[src/rtl/snake_renderer_pipe.sv]
// Two-stage RGB565 renderer for the snake game: border, food block and up to MAX_LEN
// segments, with a double-buffered segment file swapped at frame start.
module snake_renderer_pipe #(
   parameter int MAX_LEN    = 32,
   parameter int IDX_W      = 5,
   parameter int BLOCK_W    = 20,
   parameter int SIDE_W     = 10,
   parameter int H_DISP     = 640,
   parameter int V_DISP     = 480,
   parameter int FLASH_LOG2 = 4
) (
   input  logic             vga_clk,
   input  logic             sys_rst_n,
   input  logic [9:0]       pixel_xpos,
   input  logic [9:0]       pixel_ypos,
   input  logic             frame_start,
   input  logic             seg_we,
   input  logic [IDX_W-1:0] seg_idx,
   input  logic [9:0]       seg_x,
   input  logic [9:0]       seg_y,
   input  logic [IDX_W:0]   snake_len,
   input  logic [9:0]       food_x,
   input  logic [9:0]       food_y,
   input  logic             food_en,
   input  logic             game_over,
   output logic [15:0]      pixel_data
);

   localparam int LEN_W = IDX_W + 1;
   localparam int AW    = (MAX_LEN > 1) ? $clog2(MAX_LEN) : 1;

   localparam logic [15:0] COL_BORDER = 16'h8A22;
   localparam logic [15:0] COL_FOOD   = 16'hFFFF;
   localparam logic [15:0] COL_HEAD   = 16'hF800;
   localparam logic [15:0] COL_ODD    = 16'hFD20;
   localparam logic [15:0] COL_EVEN   = 16'h7FFA;
   localparam logic [15:0] COL_BG     = 16'h0000;

   logic [9:0]            sh_x_q  [MAX_LEN];
   logic [9:0]            sh_y_q  [MAX_LEN];
   logic [9:0]            act_x_q [MAX_LEN];
   logic [9:0]            act_y_q [MAX_LEN];
   logic [LEN_W-1:0]      act_len_q, act_len_d;
   logic [9:0]            food_x_q, food_y_q;
   logic                  food_en_q;
   logic [FLASH_LOG2-1:0] flash_q, flash_d;
   logic                  seg_wr_s;

   logic                  s1_border_q, s1_border_d;
   logic                  s1_food_q, s1_food_d;
   logic [MAX_LEN-1:0]    s1_hit_q, s1_hit_d;
   logic                  s1_blank_q, s1_blank_d;

   logic [15:0]           pix_q, pix_d;
   logic                  body_found_s;
   logic                  body_odd_s;

   // Square hit test; ends computed one bit wider so blocks near 1023 never wrap.
   function automatic logic in_block(input logic [9:0] px, input logic [9:0] py,
                                     input logic [9:0] bx, input logic [9:0] by);
      logic [10:0] x_end;
      logic [10:0] y_end;
      x_end = {1'b0, bx} + 11'(BLOCK_W);
      y_end = {1'b0, by} + 11'(BLOCK_W);
      return (px >= bx) && ({1'b0, px} < x_end) && (py >= by) && ({1'b0, py} < y_end);
   endfunction

   // Out-of-range indices are dropped rather than aliased onto low segments.
   always_comb begin
      seg_wr_s = seg_we && ({1'b0, seg_idx} < LEN_W'(MAX_LEN));
   end

   // Shadow segment file written by the game logic.
   always_ff @(posedge vga_clk or negedge sys_rst_n) begin
      if (!sys_rst_n) begin
         for (int i = 0; i < MAX_LEN; i++) begin
            sh_x_q[i] <= 10'd0;
            sh_y_q[i] <= 10'd0;
         end
      end else if (seg_wr_s) begin
         sh_x_q[seg_idx[AW-1:0]] <= seg_x;
         sh_y_q[seg_idx[AW-1:0]] <= seg_y;
      end
   end

   // Length clamp applied at the swap.
   always_comb begin
      if (snake_len > LEN_W'(MAX_LEN)) begin
         act_len_d = LEN_W'(MAX_LEN);
      end else begin
         act_len_d = snake_len;
      end
   end

   // Frame-start swap; a same-cycle write is not seen until the next swap.
   always_ff @(posedge vga_clk or negedge sys_rst_n) begin
      if (!sys_rst_n) begin
         for (int i = 0; i < MAX_LEN; i++) begin
            act_x_q[i] <= 10'd0;
            act_y_q[i] <= 10'd0;
         end
         act_len_q <= '0;
         food_x_q  <= 10'd0;
         food_y_q  <= 10'd0;
         food_en_q <= 1'b0;
      end else if (frame_start) begin
         act_x_q   <= sh_x_q;
         act_y_q   <= sh_y_q;
         act_len_q <= act_len_d;
         food_x_q  <= food_x;
         food_y_q  <= food_y;
         food_en_q <= food_en;
      end
   end

   // Blink counter advances once per frame while the game is over.
   always_comb begin
      if (!game_over) begin
         flash_d = '0;
      end else if (frame_start) begin
         flash_d = flash_q + FLASH_LOG2'(1);
      end else begin
         flash_d = flash_q;
      end
   end

   // Blink counter register.
   always_ff @(posedge vga_clk or negedge sys_rst_n) begin
      if (!sys_rst_n) begin
         flash_q <= '0;
      end else begin
         flash_q <= flash_d;
      end
   end

   // Stage 1 geometry: border, food and per-segment hits masked by the active length.
   always_comb begin
      s1_border_d = (pixel_xpos < 10'(SIDE_W)) || (pixel_xpos >= 10'(H_DISP - SIDE_W)) ||
                    (pixel_ypos < 10'(SIDE_W)) || (pixel_ypos >= 10'(V_DISP - SIDE_W));
      s1_food_d   = food_en_q && in_block(pixel_xpos, pixel_ypos, food_x_q, food_y_q);
      s1_blank_d  = game_over && flash_q[FLASH_LOG2-1];
      s1_hit_d    = '0;
      for (int i = 0; i < MAX_LEN; i++) begin
         s1_hit_d[i] = (LEN_W'(i) < act_len_q) &&
                       in_block(pixel_xpos, pixel_ypos, act_x_q[i], act_y_q[i]);
      end
   end

   // Stage 1 registers.
   always_ff @(posedge vga_clk or negedge sys_rst_n) begin
      if (!sys_rst_n) begin
         s1_border_q <= 1'b0;
         s1_food_q   <= 1'b0;
         s1_hit_q    <= '0;
         s1_blank_q  <= 1'b0;
      end else begin
         s1_border_q <= s1_border_d;
         s1_food_q   <= s1_food_d;
         s1_hit_q    <= s1_hit_d;
         s1_blank_q  <= s1_blank_d;
      end
   end

   // Stage 2: lowest-index body hit (descending scan so the smallest index wins) and colour mux.
   always_comb begin
      body_found_s = |s1_hit_q[MAX_LEN-1:1];
      body_odd_s   = 1'b0;
      for (int i = MAX_LEN - 1; i >= 1; i--) begin
         body_odd_s = s1_hit_q[i] ? i[0] : body_odd_s;
      end
      if (s1_border_q) begin
         pix_d = COL_BORDER;
      end else if (s1_food_q) begin
         pix_d = COL_FOOD;
      end else if (s1_blank_q) begin
         pix_d = COL_BG;
      end else if (s1_hit_q[0]) begin
         pix_d = COL_HEAD;
      end else if (body_found_s) begin
         pix_d = body_odd_s ? COL_ODD : COL_EVEN;
      end else begin
         pix_d = COL_BG;
      end
   end

   // Stage 2 output register.
   always_ff @(posedge vga_clk or negedge sys_rst_n) begin
      if (!sys_rst_n) begin
         pix_q <= 16'h0000;
      end else begin
         pix_q <= pix_d;
      end
   end

   assign pixel_data = pix_q;

endmodule

[config.mk]
export PLATFORM = sky130hd
export DESIGN_NAME = snake_renderer_pipe
export DESIGN_NICKNAME = d
export VERILOG_FILES = /design/src/rtl/snake_renderer_pipe.sv
export SDC_FILE = /design/constraint.sdc
export NUM_CORES = 2
export LEC_CHECK = 0
export CAP_MARGIN = 30
export CELL_PAD_IN_SITES_DETAIL_PLACEMENT = 1
export CELL_PAD_IN_SITES_GLOBAL_PLACEMENT = 1
export CORE_MARGIN = 2
export CORE_UTILIZATION = 51
export DETAILED_ROUTE_END_ITERATION = 16
export HOLD_SLACK_MARGIN = 0.1
export PLACE_DENSITY = 0.77
export REMOVE_ABC_BUFFERS = 1
export SLEW_MARGIN = 5
export SYNTH_ARGS = -nofsm -noshare
export SYNTH_HDL_FRONTEND = slang
export SYNTH_SLANG_ARGS = --single-unit
[constraint.sdc]
create_clock -name vga_clk -period 2.8 [get_ports vga_clk]
set_clock_uncertainty 0.05 [all_clocks]
set_input_delay 0.7 -clock vga_clk [delete_from_list [all_inputs] [get_ports vga_clk]]
set_output_delay 0.7 -clock vga_clk [all_outputs]
set_load 0.05 [all_outputs]
### Word-level counts from Yosys, hierarchy flattened

Cells that the tools add are included.

* $add $sub $neg: 67
* bitwise gates (word level): 1
* equality and inequality tests: 1
* reductions and logical operators: 138
* muxes and demuxes: 44
* magnitude comparators: 171

Operator list (count)
* adder 10 x 5 -> 11 bit (second input constant): 66
* less-than comparator 10 x 11 -> 1 bit: 66
* >= comparator 10 bit: 66
* bitwise mux 320 bit: 2
* logical AND 1 bit: 134
* less-than comparator 5 x 6 -> 1 bit (first input constant): 16
* 2-to-1 mux 16 bit: 6
* demux 10 bit (select 5 bit): 1
* less-than comparator 4 x 6 -> 1 bit (first input constant): 8
* 2-to-1 mux 1 bit: 31
* OR reduction 31 bit: 1
* less-than comparator 3 x 6 -> 1 bit (first input constant): 4
* less-than comparator 10 x 4 -> 1 bit (second input constant): 2
* less-than comparator 1 x 6 -> 1 bit (first input constant): 2
* less-than comparator 2 x 6 -> 1 bit (first input constant): 2
* >= comparator 10 bit (second input constant): 1
* >= comparator 10 x 9 -> 1 bit (second input constant): 1
* 2-to-1 mux 10 bit: 1
* 2-to-1 mux 4 bit: 2
* >= comparator 6 bit (second input constant): 1
* greater-than comparator 6 bit (second input constant): 1
* less-than comparator 6 x 1 -> 1 bit (second input constant): 1
* 2-to-1 mux 6 bit: 1
* inverter 5 -> 6 bit: 1
* 3 further kinds: 5

* bits of input ports: 77
* logic and storage cells: 560
* bits in registers: 1362

### Logic depth before layout (Yosys ltp)

* depth after elaboration: 37
* mapped depth: 10
* mapped depth without buffers: 10

### Least setup slack after synthesis

Ideal clock, no wire load.

* path type: input to register
* from: input pixel_ypos[0]
* to: register s1_hit_q[2]
* slack: -86 ps
* stages on the path: 8
* setup time: 137 ps
* required time: 2613 ps
* arrival: 2699 ps
* path buffers: 0
* path through: inv_1 > ha_1 > nand2b_1 > a211oi_1 > o21ai_0 > a21o_1 > a2111oi_0 > nor4_1

* longest elaborated chain between the ends: 4
* elaborated cells between the ends (all ways): 5

RTL lines
* start, declared: RTL line 15 `input logic [9:0] pixel_ypos,`
* >= comparator 10 bit: RTL line 65 `return (px >= bx) && ({1'b0, px} < x_end) && (py >= by) && ({1'b0, py} < y_end);`
* logical AND 1 bit: RTL line 65
* logical AND 1 bit *: RTL line 65
* logical AND 1 bit *: RTL line 144 `s1_hit_d[i] = (LEN_W'(i) < act_len_q) &&`
* net s1_hit_d[2]: RTL line 51 `logic [MAX_LEN-1:0] s1_hit_q, s1_hit_d;`
* end signal, assigned: RTL line 159 `s1_hit_q <= s1_hit_d;`
* end, declared: RTL line 51

The timed path passes the listed nets; every way through them passes the cells marked *.
A chain may end at the register's enable or synchronous reset.

### Final worst setup path

* from: register pix_q[7], in the netlist pixel_data[7]
* to: output pixel_data[7]

RTL lines
* start, declared: RTL line 54 `logic [15:0] pix_q, pix_d;`
* start signal, assigned: RTL line 191 `pix_q <= pix_d;`
* end, declared: RTL line 26 `output logic [15:0] pixel_data`

No word-level cell between the ends.

==> reports/metrics.cfg <==
[global_routing]
grt_remaining_overflow=0
grt_pass1_wl_um=431000
top_usage_layer=met2
grt_pass1_vias=72000
antenna_found_initial=27
grt_use_met3_pct=5.31
grtUsageMet1_pct=43.2
grtUsageTotal_pct=33.5
grt_max_degree=88
grt_use_met2_pct=55.1

[critical_path]
cp_data_arrival_time_ns=1.99
crit_slowest_cell=clkdlybuf4s50_1
path_class=flip-flop to output pin
startpoint_type=flip-flop
crit_buf_inv=1
crit_family=buffers and inverters
cp.required_ns=2.05
cp-end-kind=output pin
cp_cell_sequence=clkdlybuf4s50_1
crit_fanout=4
slowest_delay_ns=0.81

[sta]
fmax_mhz=365
rsz0062_at_grt=no
tightest_slew_ns=1.03
hold_violations=0
slew_viol_final=0
holdWs_ns=0.321
period_share_pct=97.8
setup_violations=0
worst_slack_ns=0.0625
fin_crit_ns=2.74
slew_headroom_pct=31.0

[final_layout]
layout_common_cells=1354 x dfrtp_1, 1255 x ha_1, 910 x o21ai_0, 781 x nand2_1, 734 x inv_1
final_area_sq_mm=0.0964
final_nets=9951
drive_above_1_share_pct=17.2
n_fill_cell=17600
final_common_cell=dfrtp_1
area_delta_synth_final_pct=15.6

[cts]
cts_tree=yes
clk_pin_slew_ns=0.06
clock_sinks=1354
root_buffer=clkbuf_16
cts_buffers=158
clock_path_buffers=3
htreeDepth=4
clk_latency_ns=0.82
cts_setup_buffers=0

[placed_design]
place_hpwl_um=198000
numPortBuffers=92
gp_congestion=0.903
dp_slack_ns=-0.744
place_area_sq_mm=0.0911

[synth]
synth_cells=8175
ys_types=66
yosys_warnings=0
ys.flop_type=dfrtp_1
syn_area_sq_mm=0.0834
synth_compound_area_share_pct=13.8
ys_seq_area_share_pct=40.6
synth_top_family_by_area=adder cells
syn_area_per_cell_sq_um=10.2
synth_fa_ha_area_share_pct=18.8
synth_edf_count=0
muxShareOfSynthArea_pct=9.57
async_reset_ff_share_pct=100
synth-simple-area-share_pct=8.40
ys_ff_latch=1354
synthXorXnorAreaFrac_pct=4.19

[outcome]
status=completed

[route]
dr.pass1.iters=7
vias=66300
drt_iter0_drc=4881
drc=0
wl_um=279000
post_drt_wl_per_cell_um=25.6
vias_per_cell=6.07
ant_nets=0

[pwr]
clkPwrFrac_pct=31.5
pwr-share-seq_pct=38.6
p_leak_nw=44.5
combPwrFrac_pct=29.9
p_per_area_mw_per_mm2=698
switching_share_pct=33.8
p_int_mw=44.5
p_sw_mw=22.8
vdd_ir_drop_max_mv=0.698

[min_path]
min_path_type=input port to flip-flop

[flow_run]
maxCapViolCount=0

[die]
die_w_um=408
row_count=148
core_sq_mm=0.163
die-area_sq_mm=0.167
dieHeight_um=408
ios=93
initial_core_util_pct=51.3

[cell usage after synthesis (53+ instances only)]
| cell type | instances | area share, % |
|---|---|---|
| o21ai_0 | 910 | 5.5 |
| dfrtp_1 | 1354 | 41 |
| nor3_1 | 106 | 0.64 |
| nor4_1 | 108 | 0.81 |
| a211oi_1 | 53 | 0.48 |
| nor2_1 | 216 | 0.97 |
| mux2_2 | 708 | 9.6 |
| o21a_1 | 81 | 0.73 |
| o2111ai_1 | 99 | 1.0 |
| a21o_1 | 72 | 0.65 |
| ha_1 | 1255 | 19 |
| inv_1 | 736 | 3.3 |
| nand2_1 | 781 | 3.5 |
| a21oi_1 | 364 | 2.2 |
| xor2_1 | 67 | 0.70 |
| nor2b_1 | 54 | 0.40 |
| a2111oi_0 | 53 | 0.56 |
| nand2b_1 | 121 | 0.91 |
| xnor2_1 | 332 | 3.5 |
| clkbuf_1 | 236 | 1.1 |
[worst register-to-register path, cell delays in order (launching register included)]
cell,delay (ns)
dfrtp_1,0.44
a21oi_1,0.29
nor2_1,0.12
xnor2_1,0.15
ha_1,0.31
a2111oi_1,0.52
nand2_1,0.11
a31oi_1,0.20
nor4_1,0.08
nor4b_1,0.31
[flip-flops by register name, indices dropped and copies added (netlist names), 8 cells and up]
register / cells
food_x_q: 10
s1_hit_q: 32
pixel_data: 8
sh_x_q: 320
sh_y_q: 320
act_y_q: 320
food_y_q: 10
act_x_q: 320
[path summary, 6_finish.rpt]
kind,startpoint,end,slack [ns],cells after the start
worst max-delay path,pixel_data[7],pixel_data[7],0.06,1
worst min-delay path,frame_start,act_x_q[184],0.32,3
worst max register to register,act_x_q[314],s1_hit_q[0],0.12,9
worst min register to register,sh_x_q[141],act_x_q[141],0.42,2
max in group asynchronous,sys_rst_n,sh_x_q[264],1.15,3
min in group asynchronous,sys_rst_n,act_x_q[134],0.44,2
[cells by family (layout without fill, tap and decap cells)]
kind of cell,count (synthesis),after routing
xor gates and xnor gates,399,399
AOI/OAI and AO/OA,1909,1909
muxes,709,709
adders and majority gates,1255,1255
buffers and inverters,1016,1582
and+or+nand+nor,1533,1533
DFF,1354,1354
other,0,6
[cell type report]
type | instances | area, sq um | share of cell area [%]
Tap cell | 2175 | 2720 | 2.82
Sequential cell | 1354 | 33900 | 35.1
Multi-Input combinational cell | 5805 | 45800 | 47.5
Clock inverter | 51 | 647 | 0.671
Timing Repair Buffer | 564 | 6030 | 6.26
Antenna cell | 6 | 15.0 | 0.0156
Inverter | 736 | 2770 | 2.87
Clock buffer | 231 | 4600 | 4.77
[stage by stage]
step	power (mW)	setup TNS (ns)	cells	util, %
after CTS	67.5	0	10900	59.3
after global routing	71.3	0	10900	59.3
final	67.3	0	10900	59.3
after floorplan	38.0	-0.404	7895	-
after detailed placement	45.9	-52.75	10600	56.0
after global placement	44.1	-44.51	10600	56.0
[routing by layer]
layer | routed length [um] | vias up
met5 | 61 | -
met4 | 14200 | 10
met3 | 16000 | 640
met2 | 131000 | 1632
met1 | 118000 | 34100
li1 | - | 29900
[repair_timing]
action,4_1_cts,5_1_grt
resized for setup,3,20
hold endpoints to repair,31,0
setup endpoints to repair,5,11
hold buffers,1,0
pin swaps,0,2
[power groups by stage]
| stage | clock (mW) | combinational [mW] | sequential (mW) |
|---|---|---|---|
| CTS | 21.5 | 20.1 | 26.0 |
| global placement | 0 | 18.2 | 25.9 |
| global route | 22.2 | 22.6 | 26.5 |
| detailed placement | 0 | 19.7 | 26.2 |
| floorplan | 0 | 12.5 | 25.6 |
| finish | 21.2 | 20.1 | 26.0 |
Note: power is estimated with default switching activity, not from simulation.
